<file path="src/rtl/hatch_ctrl.sv">
// rtl/hatch_ctrl.sv - egg incubation/hatching sequencer driving the dot-matrix display
module hatch_ctrl #(
    parameter int TICK_DIV  = 1000,
    parameter int STAGE_SEC = 3,
    parameter int CRACK_SEC = 2,
    parameter int BAD_LIMIT = 5
) (
    input  logic       clk,
    input  logic       rst,
    input  logic       key_start,
    input  logic       key_stop,
    input  logic       temp_ok,
    output logic       st,
    output logic       temp,
    output logic [3:0] num,
    output logic       hatched
);

    localparam int PW = $clog2(TICK_DIV);
    localparam logic [PW-1:0] PRESC_LAST = PW'(TICK_DIV - 1);
    localparam logic [7:0] STAGE_LAST = 8'(STAGE_SEC - 1);
    localparam logic [7:0] CRACK_LAST = 8'(CRACK_SEC - 1);
    localparam logic [7:0] BAD_LAST   = 8'(BAD_LIMIT - 1);

    localparam logic [2:0] S_IDLE  = 3'd0;
    localparam logic [2:0] S_INCUB = 3'd1;
    localparam logic [2:0] S_HATCH = 3'd2;
    localparam logic [2:0] S_DONE  = 3'd3;
    localparam logic [2:0] S_FAIL  = 3'd4;

    logic start_s1_q, start_s2_q, start_s3_q;
    logic stop_s1_q, stop_s2_q, stop_s3_q;
    logic temp_s1_q, temp_s2_q;

    logic [2:0]    state_q, state_d;
    logic [PW-1:0] presc_q, presc_d;
    logic [7:0]    sec_q, sec_d;
    logic [7:0]    bad_q, bad_d;
    logic [3:0]    num_q, num_d;
    logic          st_q, st_d;
    logic          temp_q, temp_d;
    logic          hatched_q, hatched_d;

    logic       start_ev;
    logic       stop_ev;
    logic       tick;
    logic [7:0] sec_last;

    assign start_ev = start_s2_q & ~start_s3_q;
    assign stop_ev  = stop_s2_q & ~stop_s3_q;
    assign tick     = (presc_q == PRESC_LAST);
    assign sec_last = (state_q == S_HATCH) ? CRACK_LAST : STAGE_LAST;

    always_comb begin
        state_d = state_q;
        presc_d = presc_q;
        sec_d   = sec_q;
        bad_d   = bad_q;
        num_d   = num_q;
        if (stop_ev) begin
            state_d = S_IDLE;
            presc_d = '0;
            sec_d   = 8'd0;
            bad_d   = 8'd0;
            num_d   = 4'd0;
        end else begin
            case (state_q)
                S_INCUB, S_HATCH: begin
                    // tick wraps the prescaler, so leaving for DONE/FAIL also leaves it at 0
                    presc_d = tick ? '0 : presc_q + 1'b1;
                    if (tick) begin
                        if (temp_s2_q) begin
                            bad_d = 8'd0;
                            if (sec_q == sec_last) begin
                                sec_d = 8'd0;
                                if (state_q == S_INCUB && num_q == 4'd5) begin
                                    state_d = S_HATCH;
                                    num_d   = 4'd6;
                                end else if (state_q == S_HATCH && num_q == 4'd7) begin
                                    state_d = S_DONE;
                                    num_d   = 4'd8;
                                end else begin
                                    num_d = num_q + 4'd1;
                                end
                            end else begin
                                sec_d = sec_q + 8'd1;
                            end
                        end else if (bad_q == BAD_LAST) begin
                            state_d = S_FAIL;
                            num_d   = 4'd9;
                            sec_d   = 8'd0;
                            bad_d   = 8'd0;
                        end else begin
                            bad_d = bad_q + 8'd1;
                        end
                    end
                end
                default: begin
                    presc_d = '0;
                    if (start_ev) begin
                        state_d = S_INCUB;
                        sec_d   = 8'd0;
                        bad_d   = 8'd0;
                        num_d   = 4'd0;
                    end
                end
            endcase
        end
    end

    assign st_d      = (state_d != S_IDLE);
    assign temp_d    = st_d & ~temp_s2_q;
    assign hatched_d = (state_d == S_DONE);

    always_ff @(posedge clk or posedge rst) begin
        if (rst) begin
            start_s1_q <= 1'b0;
            start_s2_q <= 1'b0;
            start_s3_q <= 1'b0;
            stop_s1_q  <= 1'b0;
            stop_s2_q  <= 1'b0;
            stop_s3_q  <= 1'b0;
            temp_s1_q  <= 1'b0;
            temp_s2_q  <= 1'b0;
            state_q    <= S_IDLE;
            presc_q    <= '0;
            sec_q      <= 8'd0;
            bad_q      <= 8'd0;
            num_q      <= 4'd0;
            st_q       <= 1'b0;
            temp_q     <= 1'b0;
            hatched_q  <= 1'b0;
        end else begin
            start_s1_q <= key_start;
            start_s2_q <= start_s1_q;
            start_s3_q <= start_s2_q;
            stop_s1_q  <= key_stop;
            stop_s2_q  <= stop_s1_q;
            stop_s3_q  <= stop_s2_q;
            temp_s1_q  <= temp_ok;
            temp_s2_q  <= temp_s1_q;
            state_q    <= state_d;
            presc_q    <= presc_d;
            sec_q      <= sec_d;
            bad_q      <= bad_d;
            num_q      <= num_d;
            st_q       <= st_d;
            temp_q     <= temp_d;
            hatched_q  <= hatched_d;
        end
    end

    assign st      = st_q;
    assign temp    = temp_q;
    assign num     = num_q;
    assign hatched = hatched_q;

endmodule

</file>
<file path="config.mk">
export PLATFORM = sky130hd
export DESIGN_NAME = hatch_ctrl
export DESIGN_NICKNAME = d
export VERILOG_FILES = /design/src/rtl/hatch_ctrl.sv
export SDC_FILE = /design/constraint.sdc
export NUM_CORES = 1
export LEC_CHECK = 0
export ABC_CLOCK_PERIOD_IN_PS = 2900
export CORE_UTILIZATION = 58
export DETAILED_ROUTE_END_ITERATION = 16
export MAX_ROUTING_LAYER = met4
export PLACE_DENSITY = 0.78
export SYNTH_ARGS = -nofsm -noshare
export SYNTH_HDL_FRONTEND = slang
export SYNTH_SLANG_ARGS = --single-unit
</file>
<file path="constraint.sdc">
create_clock -name clk -period 2.9 [get_ports clk]
set_input_delay 0.435 -clock clk [delete_from_list [all_inputs] [get_ports clk]]
set_output_delay 0.435 -clock clk [all_outputs]
set_load 0.1 [all_outputs]
</file>
==> metrics.md, run 1 <==
| Metric | Value |
|---|---|
| CTS clock-pin slew for the worst setup and hold paths | `0.09 ns` |
| Measured slew at the worst slew-check pin | `0.639 ns` |
| Share of layout cells above drive strength 1 | `between 10% and 20%` |
| First-pass GRT wire length | `7330 um` |
| Buffers on Ports | `11` |
| Primary FF master, synth | `dfrtp_1` |
| Syn Inst Count | `217` |
| Total CTS buffers | `5` |
| TritonCTS clock tree | `built` |
| Top-count cell post-synth | `dfrtp_1` |
| Arr. time, crit path | `2.68 ns` |
| Vias in the first global route | `1678` |
| Post-synth EDFFs | `0` |
| Clock Skew | `0.00459 ns` |
| Worst Path Required | `roughly 3.1 ns` |
| Register area | `0.00110 mm2` |
| P_leak | `1.06 nW` |
| Hold buffer count at CTS | `0` |
| Main area contributors after synthesis | `dfrtp_1 (51%), xor2_1 (4.9%), nor2_1 (4.7%), xnor2_1 (3.7%), ha_1 (3.5%)` |
| Post-CTS Setup Bufs | `0` |
| Mapped Avg Cell Area | `9.88 um2` |
| Core box area | `0.00344 mm2` |
| Async SR Flop Fraction | `100%` |
| CTS root buffer | `clkbuf_8` |
| Post-Route WL | `4160 um` |
| Maximum buffer depth of the clock tree | `2` |
| Final Cell Area | `0.00242 mm2` |
| Fmax | `roughly 400 MHz` |
| CP Max Fanout | `7` |
| # nets final | `roughly 250` |
| Global placer's final weighted congestion | `0.881` |
| Post-cts resize count | `0` |
| Synthesized flop and latch total | `44` |
| Detail Route Antenna Nets | `0` |
| Wire per inst | `14.7 um` |
| Die Width | `62.8 um` |
| Slew Viols, Final | `0` |
| Final Cycle Share | `roughly 86%` |
| Peak supply drop | `0.665 mV` |
| # fillers | `263` |
| Crit path kind | `flip-flop to flip-flop` |
| Cell area power density | `~930 mW/mm2` |
| Number of vias in the routed layout | `1611` |
| Synth top area share | `a little over 50%` |
| Outcome | `complete, no violations` |
| Antenna cells | `0` |
| Util after Layout | `70.4%` |
| Starting DRT DRC Count | `87` |
| Post-synthesis cell area | `0.00214 mm2` |
| Starting Density | `62.3%` |
| Via density | `5.69` |
| Initial antenna violation count | `0` |
| Final TNS setup | `0 ns` |
| Yosys cell types | `37` |
| Startpoint Class | `flip-flop` |
| RSZ-0062 raised after global routing | `false` |
| DRC Markers | `0` |
| Die Y | `62.8 um` |
| Warnings, synthesis | `0` |
| Post-DP Area | `~0.0023 mm2` |
| DRT Pass-1 Iters | `4` |
| Final count of negative-setup-slack endpoints | `0` |
| Synthesis-to-layout area growth | `13.0%` |
| Row count | `21` |
| Worst-Skew Late Latency | `around 0.30 ns` |
| Die area | `0.00394 mm2` |
| Final Hold Viols | `0` |
| Clk sinks | `between 40 and 50` |
| H-tree Lvls | `2` |
| HPWL after DPL | `3090 um` |
| Top cells by count, synth | `dfrtp_1 (44), nor2_1 (27), nand2_1 (19), nand3_1 (13), xor2_1 (12)` |
| Max-Cap Viols | `0` |
| Syn nets | `228` |
| Sequential share of the synthesized area | `51.4%` |
| Cell taking the most area after synthesis | `dfrtp_1` |
| Critical Path End Type | `flip-flop` |
| GRT Total Usage | `25.1%` |
| Tmin final | `around 2.5 ns` |
| Gr ovfl total | `0` |
| Num ports | `12` |
| Hold crit path type | `flip-flop to flip-flop` |
| Area of the multi-input gates | `998 um2` |
| Headroom to the max-slew limit | `57.1%` |
| Largest net degree at the start of global routing | `between 40 and 50` |
-- area by class of cell --
| class | instances | area share (%) |
|---|---|---|
| Clock inverter | 3 | 1.96 |
| Clock buffer | 5 | 2.84 |
| Multi-Input combinational cell | 162 | 41.2 |
| Tap cell | 46 | 2.38 |
| Inverter | 9 | 1.39 |
| Sequential cell | 44 | 45.5 |
| Timing Repair Buffer | 14 | 4.75 |
-- critical path, stage by stage (launching register included) --
cell and delay, ns:
dfrtp_1 0.42, inv_1 0.08, ha_1 0.15, nor4bb_1 0.51
a21oi_1 0.18, o21a_4 0.26, or4_1 0.55, xor2_1 0.19
nor2_2 0.04
-- cell usage in the layout, fill, tap and decap left out, types with 2 or more instances in the layout --
master / Yosys / final
dfrtp_1: 44 / 44
nor2_1: 27 / 27
nand2_1: 19 / 19
nand3_1: 13 / 13
xor2_1: 12 / 12
o21ai_0: 11 / 11
a21oi_1: 10 / 10
buf_4: 0 / 10
xnor2_1: 9 / 9
inv_1: 9 / 9
nand4_1: 7 / 7
ha_1: 6 / 6
nand2b_1: 5 / 5
nor3_1: 5 / 5
and3_1: 5 / 5
clkbuf_8: 0 / 5
or3_1: 4 / 4
clkdlybuf4s50_1: 0 / 4
or4_1: 3 / 3
nor4_1: 3 / 3
nor2b_1: 2 / 2
nor3b_1: 2 / 2
mux2i_1: 2 / 2
a31oi_1: 2 / 2
clkinv_4: 0 / 2
-- sequential cells by signal, indices dropped and copies added, names as in the netlist, 3 cells and up --
| name | cells |
|---|---|
| state_q | 3 |
| num | 4 |
| sec_q | 8 |
| bad_q | 8 |
| presc_q | 10 |
-- final timing paths --
kind                           start    endpoint  slack, ns  depth (start not counted)
min in group asynchronous        rst  presc_q[9]       0.57                          3
min reg2reg                stop_s1_q   stop_s2_q       0.36                          0
max reg2reg                 bad_q[0]    sec_q[6]       0.42                          8
min                        stop_s1_q   stop_s2_q       0.36                          0
max                         bad_q[0]    sec_q[6]       0.42                          8
max in group asynchronous        rst    sec_q[2]       1.97                          3
-- cell families (layout without fill, tap and decap cells) --
group	Yosys count	count (layout)	synth area share, %
flip-flops	44	44	51.4
multiplexers	2	2	0.934
AND/OR/NAND/NOR	103	103	25.0
AO/OA/AOI/OAI	30	30	8.52
buffers and inverters	11	31	2.04
XOR/XNOR	21	21	8.58
adder cells (fa/ha/maj)	6	6	3.50
-- through the flow --
| stage | std cells | setup slack (ns) | hold WS, ns | power (mW) |
|---|---|---|---|---|
| 5_1_grt | 283 | 0.280 | 0.372 | 2.37 |
| 4_1_cts | 283 | 0.435 | 0.358 | 2.25 |
| 2_1_floorplan | 217 | 0.502 | 0.331 | 1.53 |
| 3_5_place_dp | 275 | 0.446 | 0.337 | 1.77 |
| 3_3_place_gp | 275 | 0.552 | 0.333 | 1.72 |
| 6_report | 283 | 0.420 | 0.355 | 2.25 |
-- where the power goes --
group          total [mW]  internal (mW)  switching [mW]
logic               0.968          0.277           0.691
clock network       0.483          0.259           0.223
registers           0.800          0.704          0.0954
-- metal layers --
layer	routed length, um	GRT usage (%)	vias up
met5	0	-	-
met4	104	12.2	0
met3	143	5.84	10
met2	2040	39.8	30
met1	1870	30.2	778
li1	-	-	793
No activity file was read; power rests on OpenSTA's default activity.
==> inputs of run 2 (changes only) <==
- GPL_TIMING_DRIVEN: not set -> 0
==> metrics.md, run 2 (synthesized netlist as in run 1, its figures left out) <==
| Metric | Value |
|---|---|
| Row count | `21` |
| Largest net degree at the start of global routing | `45` |
| Hold crit path type | `flip-flop to flip-flop` |
| Worst-Skew Late Latency | `0.30 ns` |
| CTS root buffer | `clkbuf_8` |
| TritonCTS clock tree | `built` |
| Area of the multi-input gates | `998 um2` |
| Clk sinks | `44` |
| Final Cycle Share | `88.1%` |
| Antenna cells | `0` |
| Post-cts resize count | `0` |
| Final Hold Viols | `0` |
| # fillers | `roughly 260` |
| Hold buffer count at CTS | `0` |
| R2R Setup Slk | `roughly 0.34 ns` |
| H-tree Lvls | `2` |
| Most frequent cells in the layout | `dfrtp_1 (44), nor2_1 (27), nand2_1 (19)` |
| Die Width | `62.8 um` |
| Arr. time, crit path | `2.74 ns` |
| DRC Markers | `0` |
| Place WS | `around 0.42 ns` |
| Post-Route WL | `just over 4000 um` |
| Total CTS buffers | `5` |
| Tmin final | `2.56 ns` |
| Clock Skew | `between 0.006 and 0.007 ns` |
| Post-DP Area | `0.00231 mm2` |
| Top flop regs | `presc_q x10, bad_q x8, sec_q x8` |
| Initial antenna violation count | `0` |
| Layout Cells excl Fill | `between 200 and 300` |
| Via density | `5.71` |
| Synthesis-to-layout area growth | `13.2%` |
| Most flop-heavy register | `presc_q` |
| Tot Pwr | `2.22 mW` |
| Die area | `0.00394 mm2` |
| Most common cell after layout, fill and taps aside | `dfrtp_1` |
| Share of layout cells above drive strength 1 | `7.63%` |
| Gr ovfl total | `0` |
| Max FFs per register | `10` |
| Die Y | `roughly 63 um` |
| # nets final | `roughly 250` |
| R2R cell count | `7` |
| HPWL after DPL | `just under 3000 um` |
| Wire per inst | `14.6 um` |
| Crit path kind | `flip-flop to flip-flop` |
| CTS clock-pin slew for the worst setup and hold paths | `0.08 ns` |
| Worst Path Required | `3.08 ns` |
| CP Max Fanout | `10` |
| Final count of negative-setup-slack endpoints | `0` |
| Final TNS setup | `0 ns` |
| Starting DRT DRC Count | `105` |
| Buffers on Ports | `11` |
| Peak supply drop | `0.608 mV` |
| Core box area | `between 0.003 and 0.004 mm2` |
| Global placer's final weighted congestion | `0.855` |
| Post-CTS Setup Bufs | `0` |
| Final Cell Area | `~0.0024 mm2` |
| DRT Pass-1 Iters | `4` |
| GRT Total Usage | `roughly 25%` |
| Detail Route Antenna Nets | `0` |
| Starting Density | `62.3%` |
| Max-Cap Viols | `0` |
| Register area | `0.00110 mm2` |
| Maximum buffer depth of the clock tree | `2` |
| First-pass GRT wire length | `7300 um` |
| Vias in the first global route | `1642` |
| Startpoint Class | `flip-flop` |
| Critical Path End Type | `flip-flop` |
| Headroom to the max-slew limit | `between 30% and 40%` |
| Hold path depth | `0` |
| Fmax | `391 MHz` |
| Number of vias in the routed layout | `between 1500 and 2000` |
| Hold slack final | `0.353 ns` |
| Util after Layout | `70.5%` |
| P_leak | `1.04 nW` |
| Slew Viols, Final | `0` |
| Num ports | `12` |
| Cell area power density | `917 mW/mm2` |
| Placed insts | `274` |
| Outcome | `complete, no violations` |
| RSZ-0062 raised after global routing | `false` |
| Measured slew at the worst slew-check pin | `0.971 ns` |
| Worst setup margin | `0.344 ns` |
-- run 2: critical path, cell delays in order, from the launching register on --
cell      delay [ns]
dfrtp_1         0.43
nand2b_1        0.18
or4_1           0.51
buf_2           0.19
o21a_4          0.25
nor3_1          0.44
buf_2           0.31
o21ai_0         0.11
-- run 2: final timing paths --
path | startpoint | endpoint
min in group asynchronous | rst | temp
min reg2reg | stop_s1_q | stop_s2_q
max in group asynchronous | rst | presc_q[1]
max reg2reg | presc_q[3] | num[0]
max | presc_q[3] | num[0]
min | stop_s1_q | stop_s2_q
-- run 2: area by class of cell --
| cell class | instances | share of cell area (%) |
|---|---|---|
| flip-flops and latches | 44 | 45.4 |
| multi-input cells | 162 | 41.2 |
| repair buffers | 11 | 4.54 |
| clock buffers | 5 | 2.84 |
| well taps | 46 | 2.37 |
| clock inverters | 3 | 1.91 |
| inverters | 9 | 1.39 |
| plain buffers | 2 | 0.413 |
-- run 2: where the power goes --
part / switching, mW / leakage [nW] / total (mW) / internal [mW]
combinational: 0.670 / 0.401 / 0.947 / 0.277
clock: 0.218 / 0.0548 / 0.477 / 0.259
sequential: 0.0973 / 0.583 / 0.801 / 0.704
-- run 2: routing by layer --
layer  vias up  GRT usage (%)  wire length (um)
met5         -              -                 0
met4         0           12.5                96
met3         8           6.20               195
met2        55           38.6              1970
met1       753           30.7              1860
li1        795              -                 -
==> patch 1: new RTL, config.mk and constraints of run 2 <==
Register the output `num` once more, cleared by the reset; this adds one clock of latency there. The other outputs are not delayed to match.
--- a/src/rtl/hatch_ctrl.sv
+++ b/src/rtl/hatch_ctrl.sv
@@ -152,7 +152,13 @@
 
     assign st      = st_q;
     assign temp    = temp_q;
-    assign num     = num_q;
+    always_ff @(posedge clk or posedge rst) begin
+        if (rst) begin
+            num <= '0;
+        end else begin
+            num <= num_q;
+        end
+    end
     assign hatched = hatched_q;
 
 endmodule
Behaviour: no difference found for any inputs over 10 cycles, from zero or initial values and one cycle with rst high; that may be too few to reach the edited logic, so the function may still have changed.
==> patch 1 against run 2 <==
Final cell count rose by 4.3%. Sequential power grew 5.5%. Setup slack lost 0.24 ns. Total power is 15% lower. Wire length up 1.9%. Area after synthesis grew 5.5%. Final area grew 5.3%. Synthesized cell count grew 4.1%. Critical path depth increased by 1. Sequential cell count is 4 higher. Hold slack improved by 0.0023 ns.
==> patch 1: results (changes against run 2) <==
multiplexer fraction of the synthesized cell area=0.4427% (was 0.9340%); overall fraction of global-route tracks in use=24.15% (was 25.03%); Clock Skew=0.003670 ns (was 0.006631 ns); initial detailed-routing violation count=99 (was 105); number of nets in the synthesized netlist=237 (was 228); GR Layer Usage met1=31.80% (was 30.69%); total area of multi-input combinational cells=1016 µm² (was 998.5 µm²); drt wl/cell=14.30 µm (was 14.63 µm); worst-path maximum fanout=9 (was 10); HPWL Detailed=2963 µm (was 2893 µm); total net switching power=0.7719 mW (was 0.9849 mW); routing usage on met2=36.45% (was 38.59%); worst hold slack across all endpoints=0.3557 ns (was 0.3535 ns); Met2 Routed Length=1975 µm (was 1969 µm); vias after detailed routing=1685 (was 1611); cell types with the largest area share after synthesis=sky130_fd_sc_hd__dfrtp_1 (53%), sky130_fd_sc_hd__nand3_1 (4.2%), sky130_fd_sc_hd__nor2_1 (3.7%) (was sky130_fd_sc_hd__dfrtp_1 (51%), sky130_fd_sc_hd__xor2_1 (4.9%), sky130_fd_sc_hd__nor2_1 (4.7%)); fraction of the mapped netlist area in adder cells=3.320% (was 3.503%); Total Nets Final=257 (was 246); Clock Network Area Fraction=3.036% (was 4.745%); achievable clock frequency=357.1 MHz (was 391.3 MHz); NonClk Buf Share=6.464% (was 4.951%); first-pass GRT wire length=7341 µm (was 7300 µm); proportion of layout cells with a drive suffix above 1=7.724% (was 7.627%); placed insts=286 (was 274); setup slack at placement=-0.02000 ns (was 0.4157 ns); leading cell types by count after synthesis=sky130_fd_sc_hd__dfrtp_1 (48), sky130_fd_sc_hd__nor2_1 (22), sky130_fd_sc_hd__nand2_1 (21) (was sky130_fd_sc_hd__dfrtp_1 (44), sky130_fd_sc_hd__nor2_1 (27), sky130_fd_sc_hd__nand2_1 (19)); largest net degree at the start of global routing=38 (was 45); average footprint of a synthesized cell=10.00 µm² (was 9.877 µm²); wire length on met1=1995 µm (was 1863 µm); wire length on met3=134 µm (was 195 µm); total area of sequential cells=1202 µm² (was 1101 µm²); outcome=finished clean (unchanged); DP Area=2451 µm² (was 2311 µm²); Crit. Startpoint=presc_q[0] (was presc_q[3]); Seq power=0.845 mW (was 0.801 mW); total number of multi-input combinational cells=164 (was 162); Clock net power=0.367 mW (was 0.477 mW); source of the worst hold timing path=temp_s1_q (was stop_s1_q); final cell count without fillers=294 (was 282); slowest cell on the critical path=sky130_fd_sc_hd__or4_4 (was sky130_fd_sc_hd__or4_1); Final Instance Area=2555 µm² (was 2426 µm²)
==> patch 1: cell count changes after synthesis, moves of 3 or more <==
| cell | run 2 | this run |
|---|---|---|
| sky130_fd_sc_hd__clkbuf_1 | 0 | 3 |
| sky130_fd_sc_hd__nor2_1 | 27 | 22 |
| sky130_fd_sc_hd__dfrtp_1 | 44 | 48 |
| sky130_fd_sc_hd__nor2b_1 | 2 | 6 |
| sky130_fd_sc_hd__o31ai_1 | 1 | 8 |
| sky130_fd_sc_hd__a21oi_1 | 10 | 7 |
| sky130_fd_sc_hd__nand3_1 | 13 | 19 |
| sky130_fd_sc_hd__nand4_1 | 7 | 2 |
| sky130_fd_sc_hd__o21ai_0 | 11 | 14 |
| sky130_fd_sc_hd__xor2_1 | 12 | 6 |
==> patch 1: what timing repair did <==
item | 4_1_cts | 5_1_grt
buffers inserted | 1 | 0
endpoints found under the hold margin | 0 | 0
resized for setup | 1 | 3
endpoints found under the setup margin | 1 | 3
pin swaps | 0 | 0
==> patch 2: new RTL, config.mk and constraints of run 2 <==
Without the edit above. `TICK_DIV`: 1000 -> 500.
--- a/src/rtl/hatch_ctrl.sv
+++ b/src/rtl/hatch_ctrl.sv
@@ -1,6 +1,6 @@
 // rtl/hatch_ctrl.sv - egg incubation/hatching sequencer driving the dot-matrix display
 module hatch_ctrl #(
-    parameter int TICK_DIV  = 1000,
+    parameter int TICK_DIV  = 500,
     parameter int STAGE_SEC = 3,
     parameter int CRACK_SEC = 2,
     parameter int BAD_LIMIT = 5
Function: same outputs for any inputs over 10 cycles, from zero or initial values and one cycle with rst high; that may be too few to reach the edited logic, so the function may still have changed.
==> patch 2 against run 2 <==
Wire length decreased by 2.1%. Final cell count down 2.5%. Final area down 0.57%. First-iteration DRC count up 16%. Core utilization is 0.40 points lower. Global-route usage down 0.48 points. Setup slack better by 0.22 ns. Total power shrank 28%. Sequential cell count shrank 1. Combinational power fell by 46%. Area after synthesis grew 0.58%.
==> patch 2: results (changes against run 2) <==
routing usage on met2=40.19% (was 38.59%); outcome=finished clean (unchanged); global routing usage on met3=5.109% (was 6.204%); number of fill cells=262 (was 256); Crit. Startpoint=num[1] (was presc_q[3]); GR Layer Usage met1=29.83% (was 30.69%); Routed Wire Length=4039 µm (was 4125 µm); critical path data arrival time=1.90 ns (was 2.74 ns); cell types with the largest area share after synthesis=sky130_fd_sc_hd__dfrtp_1 (50%), sky130_fd_sc_hd__ha_1 (3.5%), sky130_fd_sc_hd__nor2_1 (3.3%) (was sky130_fd_sc_hd__dfrtp_1 (51%), sky130_fd_sc_hd__xor2_1 (4.9%), sky130_fd_sc_hd__nor2_1 (4.7%)); leading cell types by count after synthesis=sky130_fd_sc_hd__dfrtp_1 (43), sky130_fd_sc_hd__nor2_1 (19), sky130_fd_sc_hd__nand2_1 (18) (was sky130_fd_sc_hd__dfrtp_1 (44), sky130_fd_sc_hd__nor2_1 (27), sky130_fd_sc_hd__nand2_1 (19)); number of nets in the synthesized netlist=221 (was 228); worst flop-to-flop path startpoint=state_q[2] (was presc_q[3]); source of the worst hold timing path=start_s1_q (was stop_s1_q); overall fraction of global-route tracks in use=24.55% (was 25.03%); proportion of layout cells with a drive suffix above 1=10.04% (was 7.627%); sequential-to-total area share from yosys stat=49.91% (was 51.37%); IR drop worst, VDD=521.3 µV (was 608.1 µV); largest net degree at the start of global routing=44 (was 45); setup slack at placement=0.6717 ns (was 0.4157 ns); HPWL Detailed=2866 µm (was 2893 µm); Total Nets Final=239 (was 246); Clock Skew=0.008088 ns (was 0.006631 ns); number of distinct standard cells referenced by the synthesized netlist=47 (was 37); initial detailed-routing violation count=122 (was 105); first-pass GRT wire length=7383 µm (was 7300 µm); Critical Path Max Stage Delay=1.18 ns (was 0.51 ns); worst-margin pin slew=0.9865 ns (was 0.9710 ns); global placement routability congestion=0.8285 (was 0.8545); worst-path maximum fanout=5 (was 10)
-- patch 2: kinds of logic (layout without fill, tap and decap cells) --
group | count (synthesis) | count (layout) | synth area share [%]
buf+inv | 16 | 35 | 3.018
fa+ha+maj | 6 | 6 | 3.482
simple gates | 85 | 85 | 21.71
xor+xnor | 12 | 12 | 4.875
mux | 5 | 5 | 2.554
compound gates | 43 | 43 | 14.45
flops | 43 | 43 | 49.91
-- patch 2: routing by layer --
metal  vias to the layer above  routed length [µm]
met3                         7                 134
met4                         0                  63
li1                        797                   -
met1                       817                1830
met2                        30                2010
met5                         -                   0
-- patch 2: area by class of cell --
cell class / instances / share of cell area, %
clock buffers: 5 / 2.853
plain buffers: 6 / 1.141
flip-flops and latches: 43 / 44.61
repair buffers: 11 / 4.564
well taps: 46 / 2.386
clock inverters: 3 / 0.8299
multi-input cells: 151 / 42.06
inverters: 10 / 1.556
-- patch 2: final timing paths --
path	endpoint	slack [ns]	cells past startpoint
setup / recovery	num[1]	0.56	1
hold / removal	start_s2_q	0.35	0
setup reg to reg	num[3]	0.63	7
hold reg to reg	start_s2_q	0.35	0
max in group asynchronous	stop_s1_q	1.73	2
min in group asynchronous	bad_q[0]	0.63	2
-- patch 2: power by group --
part / switching [mW] / leakage (nW) / internal [mW]
clock network: 0.205 / 0.0402 / 0.167
logic: 0.353 / 0.424 / 0.155
registers: 0.0546 / 0.575 / 0.657
total: 0.612 / 1.04 / 0.980
-- patch 2: stage by stage --
step	cell area [µm²]	std cells	hold WS, ns
after global routing	2412	275	0.3626
after floorplan	2156	210	0.3312
after global placement	2323	267	0.3380
after detailed placement	2323	267	0.3402
final	2412	275	0.3550
after CTS	2412	275	0.3600
